`config.mk`:
```
export PLATFORM = sky130hd
export DESIGN_NAME = pulse_shaper
export DESIGN_NICKNAME = d
export VERILOG_FILES = /design/src/rtl/pulse_shaper.sv
export SDC_FILE = /design/constraint.sdc
export NUM_CORES = 1
export LEC_CHECK = 0
export ABC_AREA = 1
export BUFFER_PORTS_ARGS = -buffer_cell sky130_fd_sc_hd__buf_4
export CAP_MARGIN = 0
export CELL_PAD_IN_SITES_DETAIL_PLACEMENT = 1
export CELL_PAD_IN_SITES_GLOBAL_PLACEMENT = 1
export CORE_MARGIN = 1.5
export CORE_UTILIZATION = 40
export CTS_BUF_LIST = sky130_fd_sc_hd__clkbuf_16
export CTS_CLUSTER_SIZE = 25
export DETAILED_ROUTE_END_ITERATION = 6
export PLACE_DENSITY = 0.88
export SYNTH_ARGS = -nofsm -noshare
export SYNTH_HDL_FRONTEND = slang
export SYNTH_SLANG_ARGS = --single-unit
```
`constraint.sdc`:
```
create_clock -name clk -period 1.8 [get_ports clk]
set_input_delay 0.09 -clock clk [delete_from_list [all_inputs] [get_ports clk]]
set_output_delay 0.09 -clock clk [all_outputs]
set_load 0.01 [all_outputs]
```
`src/rtl/pulse_shaper.sv`:
```
// Multi-channel pulse conditioner: optional input synchroniser followed by a
// per-channel shaper (pass, retriggerable extend, high-time limit, one-shot).
module pulse_shaper #(
  parameter int CHANNELS   = 4,
  parameter int SYNC_DEPTH = 2,
  parameter int CNT_BITS   = 8,
  parameter int O_REG      = 1
) (
  input  logic                         clk,
  input  logic                         rst,
  input  logic [CHANNELS-1:0]          i,
  input  logic [2*CHANNELS-1:0]        mode,
  input  logic [CNT_BITS*CHANNELS-1:0] len,
  output logic [CHANNELS-1:0]          o,
  output logic [CHANNELS-1:0]          busy
);

  typedef enum logic [1:0] {
    MODE_PASS    = 2'b00,
    MODE_EXTEND  = 2'b01,
    MODE_LIMIT   = 2'b10,
    MODE_ONESHOT = 2'b11
  } mode_e;

  for (genvar n = 0; n < CHANNELS; n++) begin : g_ch
    logic                w_s;
    logic                w_oc;
    logic                w_cntNz;
    logic [CNT_BITS-1:0] w_cntDec;
    logic [CNT_BITS-1:0] w_cntNext;
    logic [CNT_BITS-1:0] w_len;
    mode_e               w_mode;
    logic [CNT_BITS-1:0] r_cnt;
    logic                r_sPrev;
    mode_e               r_modeQ;

    assign w_mode   = mode_e'(mode[2*n +: 2]);
    assign w_len    = len[CNT_BITS*n +: CNT_BITS];
    assign w_cntNz  = (r_cnt != '0);
    assign w_cntDec = r_cnt - CNT_BITS'(1);

    // Synchroniser flops stay discrete and unreset so metastability settles per stage.
    if (SYNC_DEPTH == 0) begin : g_noSync
      assign w_s = i[n];
    end else begin : g_sync
      (* shreg_extract = "no", async_reg = "true" *) logic [SYNC_DEPTH-1:0] r_sync;
      if (SYNC_DEPTH == 1) begin : g_one
        always_ff @(posedge clk) r_sync <= i[n];
      end else begin : g_chain
        always_ff @(posedge clk) r_sync <= {r_sync[SYNC_DEPTH-2:0], i[n]};
      end
      assign w_s = r_sync[SYNC_DEPTH-1];
    end

    always_comb begin
      w_cntNext = '0;
      w_oc      = 1'b0;
      case (r_modeQ)
        MODE_PASS: begin
          w_oc = w_s;
        end
        MODE_EXTEND: begin
          w_oc = w_s | w_cntNz;
          if (w_s)          w_cntNext = w_len;
          else if (w_cntNz) w_cntNext = w_cntDec;
        end
        MODE_LIMIT: begin
          w_oc = w_s & w_cntNz;
          if (!w_s)         w_cntNext = w_len;
          else if (w_cntNz) w_cntNext = w_cntDec;
        end
        MODE_ONESHOT: begin
          w_oc = w_cntNz;
          if (w_s && !r_sPrev && !w_cntNz) w_cntNext = w_len;
          else if (w_cntNz)                w_cntNext = w_cntDec;
        end
        default: begin
          w_oc = 1'b0;
        end
      endcase
    end

    // s_prev resets high so an input already high at reset never counts as an edge.
    always_ff @(posedge clk) begin
      if (rst) begin
        r_cnt   <= '0;
        r_sPrev <= 1'b1;
        r_modeQ <= w_mode;
      end else begin
        r_sPrev <= w_s;
        if (w_mode != r_modeQ) begin
          r_cnt   <= '0;
          r_modeQ <= w_mode;
        end else begin
          r_cnt <= w_cntNext;
        end
      end
    end

    assign busy[n] = w_cntNz;

    if (O_REG != 0) begin : g_oReg
      logic r_o;
      always_ff @(posedge clk) begin
        if (rst) r_o <= 1'b0;
        else     r_o <= w_oc;
      end
      assign o[n] = r_o;
    end else begin : g_oComb
      assign o[n] = w_oc;
    end
  end

endmodule

```
==> report_table.html <==
<table>
<tr><th>Metric</th><th>Value</th></tr>
<tr><th colspan="2">Yosys</th></tr>
<tr><td>Commonest cells in the netlist</td><td>111 x sky130_fd_sc_hd__nand2_1, 48 x sky130_fd_sc_hd__dfxtp_1, 48 x sky130_fd_sc_hd__inv_1, 48 x sky130_fd_sc_hd__nor2_1, 31 x sky130_fd_sc_hd__a21oi_1</td></tr>
<tr><td>Most frequently used flop master after synthesis</td><td>sky130_fd_sc_hd__dfxtp_1</td></tr>
<tr><td>Count of state elements after synthesis</td><td>56</td></tr>
<tr><td>Ys async rst share</td><td>0</td></tr>
<tr><td>Number of synthesized flops with an enable pin</td><td>8</td></tr>
<tr><td>Count of warnings emitted by yosys</td><td>0</td></tr>
<tr><td>Area share of the largest cell type after synthesis</td><td>0.3192</td></tr>
<tr><td>Post-Syn Area per Cell</td><td>7.219 um^2</td></tr>
<tr><td>Most numerous cell in the Yosys netlist</td><td>sky130_fd_sc_hd__nand2_1</td></tr>
<tr><td>Gate count of the mapped netlist</td><td>417</td></tr>
<tr><td>Count of unique library cells instantiated by Yosys</td><td>28</td></tr>
<tr><td>Largest cells by area after synthesis</td><td>sky130_fd_sc_hd__dfxtp_1 32%, sky130_fd_sc_hd__nand2_1 14%, sky130_fd_sc_hd__edfxtp_1 8.0%</td></tr>
<tr><td>Synth Net Count</td><td>468</td></tr>
<tr><td>Library cell with the largest summed area after synthesis</td><td>sky130_fd_sc_hd__dfxtp_1</td></tr>
<tr><td>Sequential fraction of the synthesis area</td><td>0.3990</td></tr>
<tr><td>Netlist area before placement</td><td>3010 um^2</td></tr>
<tr><th colspan="2">Worst setup path</th></tr>
<tr><td>Req. time, crit path</td><td>1.71 ns</td></tr>
<tr><td>Arrival time at the worst endpoint</td><td>1.53 ns</td></tr>
<tr><td>Startpoint type of the worst setup path</td><td>flop</td></tr>
<tr><td>Critical path start-end classification</td><td>flop to primary output</td></tr>
<tr><td>Crit. End Element</td><td>primary output</td></tr>
<tr><td>Maximum fanout along the worst path</td><td>4</td></tr>
<tr><td>Depth of the worst register-to-register path</td><td>8</td></tr>
<tr><td>Worst setup slack for register-to-register paths</td><td>0.21 ns</td></tr>
<tr><th colspan="2">Finish</th></tr>
<tr><td>Post-route design area</td><td>3742 um^2</td></tr>
<tr><td>Number of antenna cells inserted</td><td>0</td></tr>
<tr><td>Final cell count without fillers</td><td>581</td></tr>
<tr><td>Count of nets after finishing</td><td>532</td></tr>
<tr><td>Layout cell share with drive strength beyond 1</td><td>0.2158</td></tr>
<tr><td>Final standard cell utilization of the core</td><td>0.5160</td></tr>
<tr><td>Area Growth Syn to Fin</td><td>24.31%</td></tr>
<tr><th colspan="2">Clocking</th></tr>
<tr><td>Clk sink count</td><td>56</td></tr>
<tr><td>Clock-pin slew on the worst setup and hold paths</td><td>0.08 ns</td></tr>
<tr><td>TritonCTS clock tree</td><td>built</td></tr>
<tr><td>Number of buffers created by CTS</td><td>5</td></tr>
<tr><td>Maximum count of clock buffers along a single path</td><td>2</td></tr>
<tr><td>CTS H-Tree Depth</td><td>2</td></tr>
<tr><td>Buffer cell driving the clock tree root</td><td>sky130_fd_sc_hd__clkbuf_16</td></tr>
<tr><td>Setup Fix Bufs, Post-CTS</td><td>0</td></tr>
<tr><td>Insertion delay of the later-clocked pin in the worst-skew pair</td><td>0.29 ns</td></tr>
<tr><th colspan="2">Global route</th></tr>
<tr><td>Number of global-route vias before repair</td><td>2948</td></tr>
<tr><td>Global-route usage over all layers</td><td>0.1975</td></tr>
<tr><td>Wire length of the first global-routing pass</td><td>13.21 mm</td></tr>
<tr><td>Largest net degree at the start of global routing</td><td>20</td></tr>
<tr><td>Antenna violations before repair</td><td>0</td></tr>
<tr><td>Grt total ovfl</td><td>0</td></tr>
<tr><th colspan="2">Power and ir drop</th></tr>
<tr><td>Max VDD drop</td><td>0.0004773 V</td></tr>
<tr><td>Total power density per cell area</td><td>882.9 nW/um^2</td></tr>
<tr><td>Leakage</td><td>1.758 nW</td></tr>
<tr><th colspan="2">Flow run</th></tr>
<tr><td>Max-cap check violation count</td><td>0</td></tr>
<tr><th colspan="2">Timing</th></tr>
<tr><td>Number of failing setup endpoints in the final timing report</td><td>0</td></tr>
<tr><td>Max_slew headroom</td><td>0.7430</td></tr>
<tr><td>Transition at the pin with the smallest max-transition slack</td><td>0.3825 ns</td></tr>
<tr><td>Shortest clock period the worst path allows after layout</td><td>1.623 ns</td></tr>
<tr><td>Final-report hold violation count</td><td>0</td></tr>
<tr><td>Setup TNS</td><td>0 ns</td></tr>
<tr><td>Achievable frequency</td><td>616.0 MHz</td></tr>
<tr><td>Fin Clk Skew</td><td>0.009422 ns</td></tr>
<tr><td>Setup repair after global routing missed its margin</td><td>false</td></tr>
<tr><td>Slew Viols, Final</td><td>0</td></tr>
<tr><td>Final Cycle Share</td><td>0.9019</td></tr>
<tr><th colspan="2">Die</th></tr>
<tr><td>Initial core utilization</td><td>0.4150</td></tr>
<tr><td>Width of the die</td><td>89.75 um</td></tr>
<tr><td>Core ar.</td><td>7253 um^2</td></tr>
<tr><td>Cell row count</td><td>31</td></tr>
<tr><td>Die Y-Extent</td><td>89.75 um</td></tr>
<tr><td>Die area</td><td>8055 um^2</td></tr>
<tr><td>I/O pin total</td><td>54</td></tr>
<tr><th colspan="2">Min path</th></tr>
<tr><td>Worst Hold Depth</td><td>1</td></tr>
<tr><td>HP Class</td><td>input port to flop</td></tr>
<tr><th colspan="2">Routing</th></tr>
<tr><td>Drt total wl</td><td>7.821 mm</td></tr>
<tr><td>Number of design rule violations left after detail routing</td><td>0</td></tr>
<tr><td>First-pass iteration count of the detailed router</td><td>4</td></tr>
<tr><td>Drt via density</td><td>4.880</td></tr>
<tr><td>Total via count in the routed design</td><td>2835</td></tr>
<tr><td>Residual antenna-violating net count after detailed routing</td><td>0</td></tr>
<tr><td>Number of violations reported at the end of detailed-routing iteration 0</td><td>68</td></tr>
<tr><td>Routed wirelength normalized by instance count</td><td>13.46 um</td></tr>
<tr><th colspan="2">Placement</th></tr>
<tr><td>DP Area</td><td>3480 um^2</td></tr>
<tr><td>Final RePlAce weighted congestion</td><td>0.8588</td></tr>
<tr><td>Post-detailed-placement half-perimeter wirelength</td><td>5.873 mm</td></tr>
<tr><td># placed instances</td><td>562</td></tr>
<tr><td>Number of buffers inserted by port buffering</td><td>53</td></tr>
<tr><th colspan="2">Outcome</th></tr>
<tr><td>Result of the run</td><td>completed</td></tr>
</table>
## through the flow
step           power (mW)  setup WS [ns]  hold WS [ns]
3_5_place_dp        2.294         0.2789        0.1957
5_1_grt             3.475        0.09543      0.003822
6_report            3.304         0.1767      0.006889
3_3_place_gp        2.250         0.3721        0.1952
2_1_floorplan       2.044         0.5273        0.1177
4_1_cts             3.324         0.1630      0.001687
## registers in the layout, indices dropped and copies added, names as in the netlist
register            cells
g_ch.r_sPrev            4
g_ch.g_sync.r_sync      8
g_ch.r_modeQ            8
g_ch.r_cnt             32
g_ch.g_oReg.r_o         4
## routing by layer
metal / GRT usage / part of all wire
met4: 0.03968 / 0.0061
met1: 0.2229 / 0.43
met5: 0 / 0
met3: 0.03469 / 0.024
met2: 0.3849 / 0.54
## logic make-up after synthesis
kind of cell,count (synthesis),synth area share
buffers and inverters,66,0.09227
xor gates and xnor gates,15,0.04364
DFF,56,0.3990
and+or+nand+nor,223,0.3479
adders and majority gates,5,0.02078
AOI/OAI and AO/OA,52,0.09643
## cell usage in the layout (no fill, tap or decap), drive strengths merged
cell / synthesis / layout
clkbuf: 0 / 5
dlygate4sd3: 0 / 11
xor2: 9 / 9
clkinvlp: 0 / 1
nand2: 117 / 117
nand4: 2 / 2
dfxtp: 48 / 48
xnor2: 6 / 6
o211ai: 4 / 4
clkinv: 1 / 2
o21a: 1 / 1
a21oi: 35 / 35
nor3: 10 / 10
buf: 8 / 54
o21ai: 11 / 11
nand3b: 2 / 2
ha: 5 / 5
nand3: 32 / 32
inv: 57 / 58
edfxtp: 8 / 8
a21boi: 1 / 1
nor2: 60 / 60
## worst max-delay path, cell delays in order (launching register included)
cell and delay (ns):
sky130_fd_sc_hd__dfxtp_1 0.32, sky130_fd_sc_hd__inv_1 0.08, sky130_fd_sc_hd__ha_1 0.21, sky130_fd_sc_hd__nand3_2 0.12, sky130_fd_sc_hd__nor2_2 0.22, sky130_fd_sc_hd__inv_1 0.13
sky130_fd_sc_hd__buf_4 0.16
## final timing paths
path | from | end
worst max-delay path | g_ch[2].r_cnt[0]$_SDFF_PP0_ | busy[2]
worst min-delay path | mode[5] | g_ch[2].r_modeQ[1]$_DFFE_PP_
worst max register to register | g_ch[2].r_cnt[0]$_SDFF_PP0_ | g_ch[2].r_cnt[6]$_SDFF_PP0_
worst min register to register | g_ch[0].g_sync.r_sync[0]$_DFF_P_ | g_ch[0].g_sync.r_sync[1]$_DFF_P_
## layout make-up
cell class	instances	area (um^2)
fill	966	3511
timing repair buffer	65	515.5
tap	99	123.9
multi-input combinational	295	1531
inverter	58	217.7
sequential	56	1201
clock inverter	3	27.53
clock buffer	5	125.1
## where the power goes
| part | switching [mW] | internal (mW) | leakage, nW |
|---|---|---|---|
| sequential | 0.0573 | 1.35 | 0.476 |
| combinational | 0.532 | 0.359 | 1.21 |
| clock | 0.481 | 0.529 | 0.0719 |
| total | 1.07 | 2.23 | 1.76 |
## what timing repair did
item,4_1_cts,5_1_grt
gates resized for setup,0,0
hold endpoints to repair,11,0
hold buffers,11,0
Power figures use the tool's default switching activity.
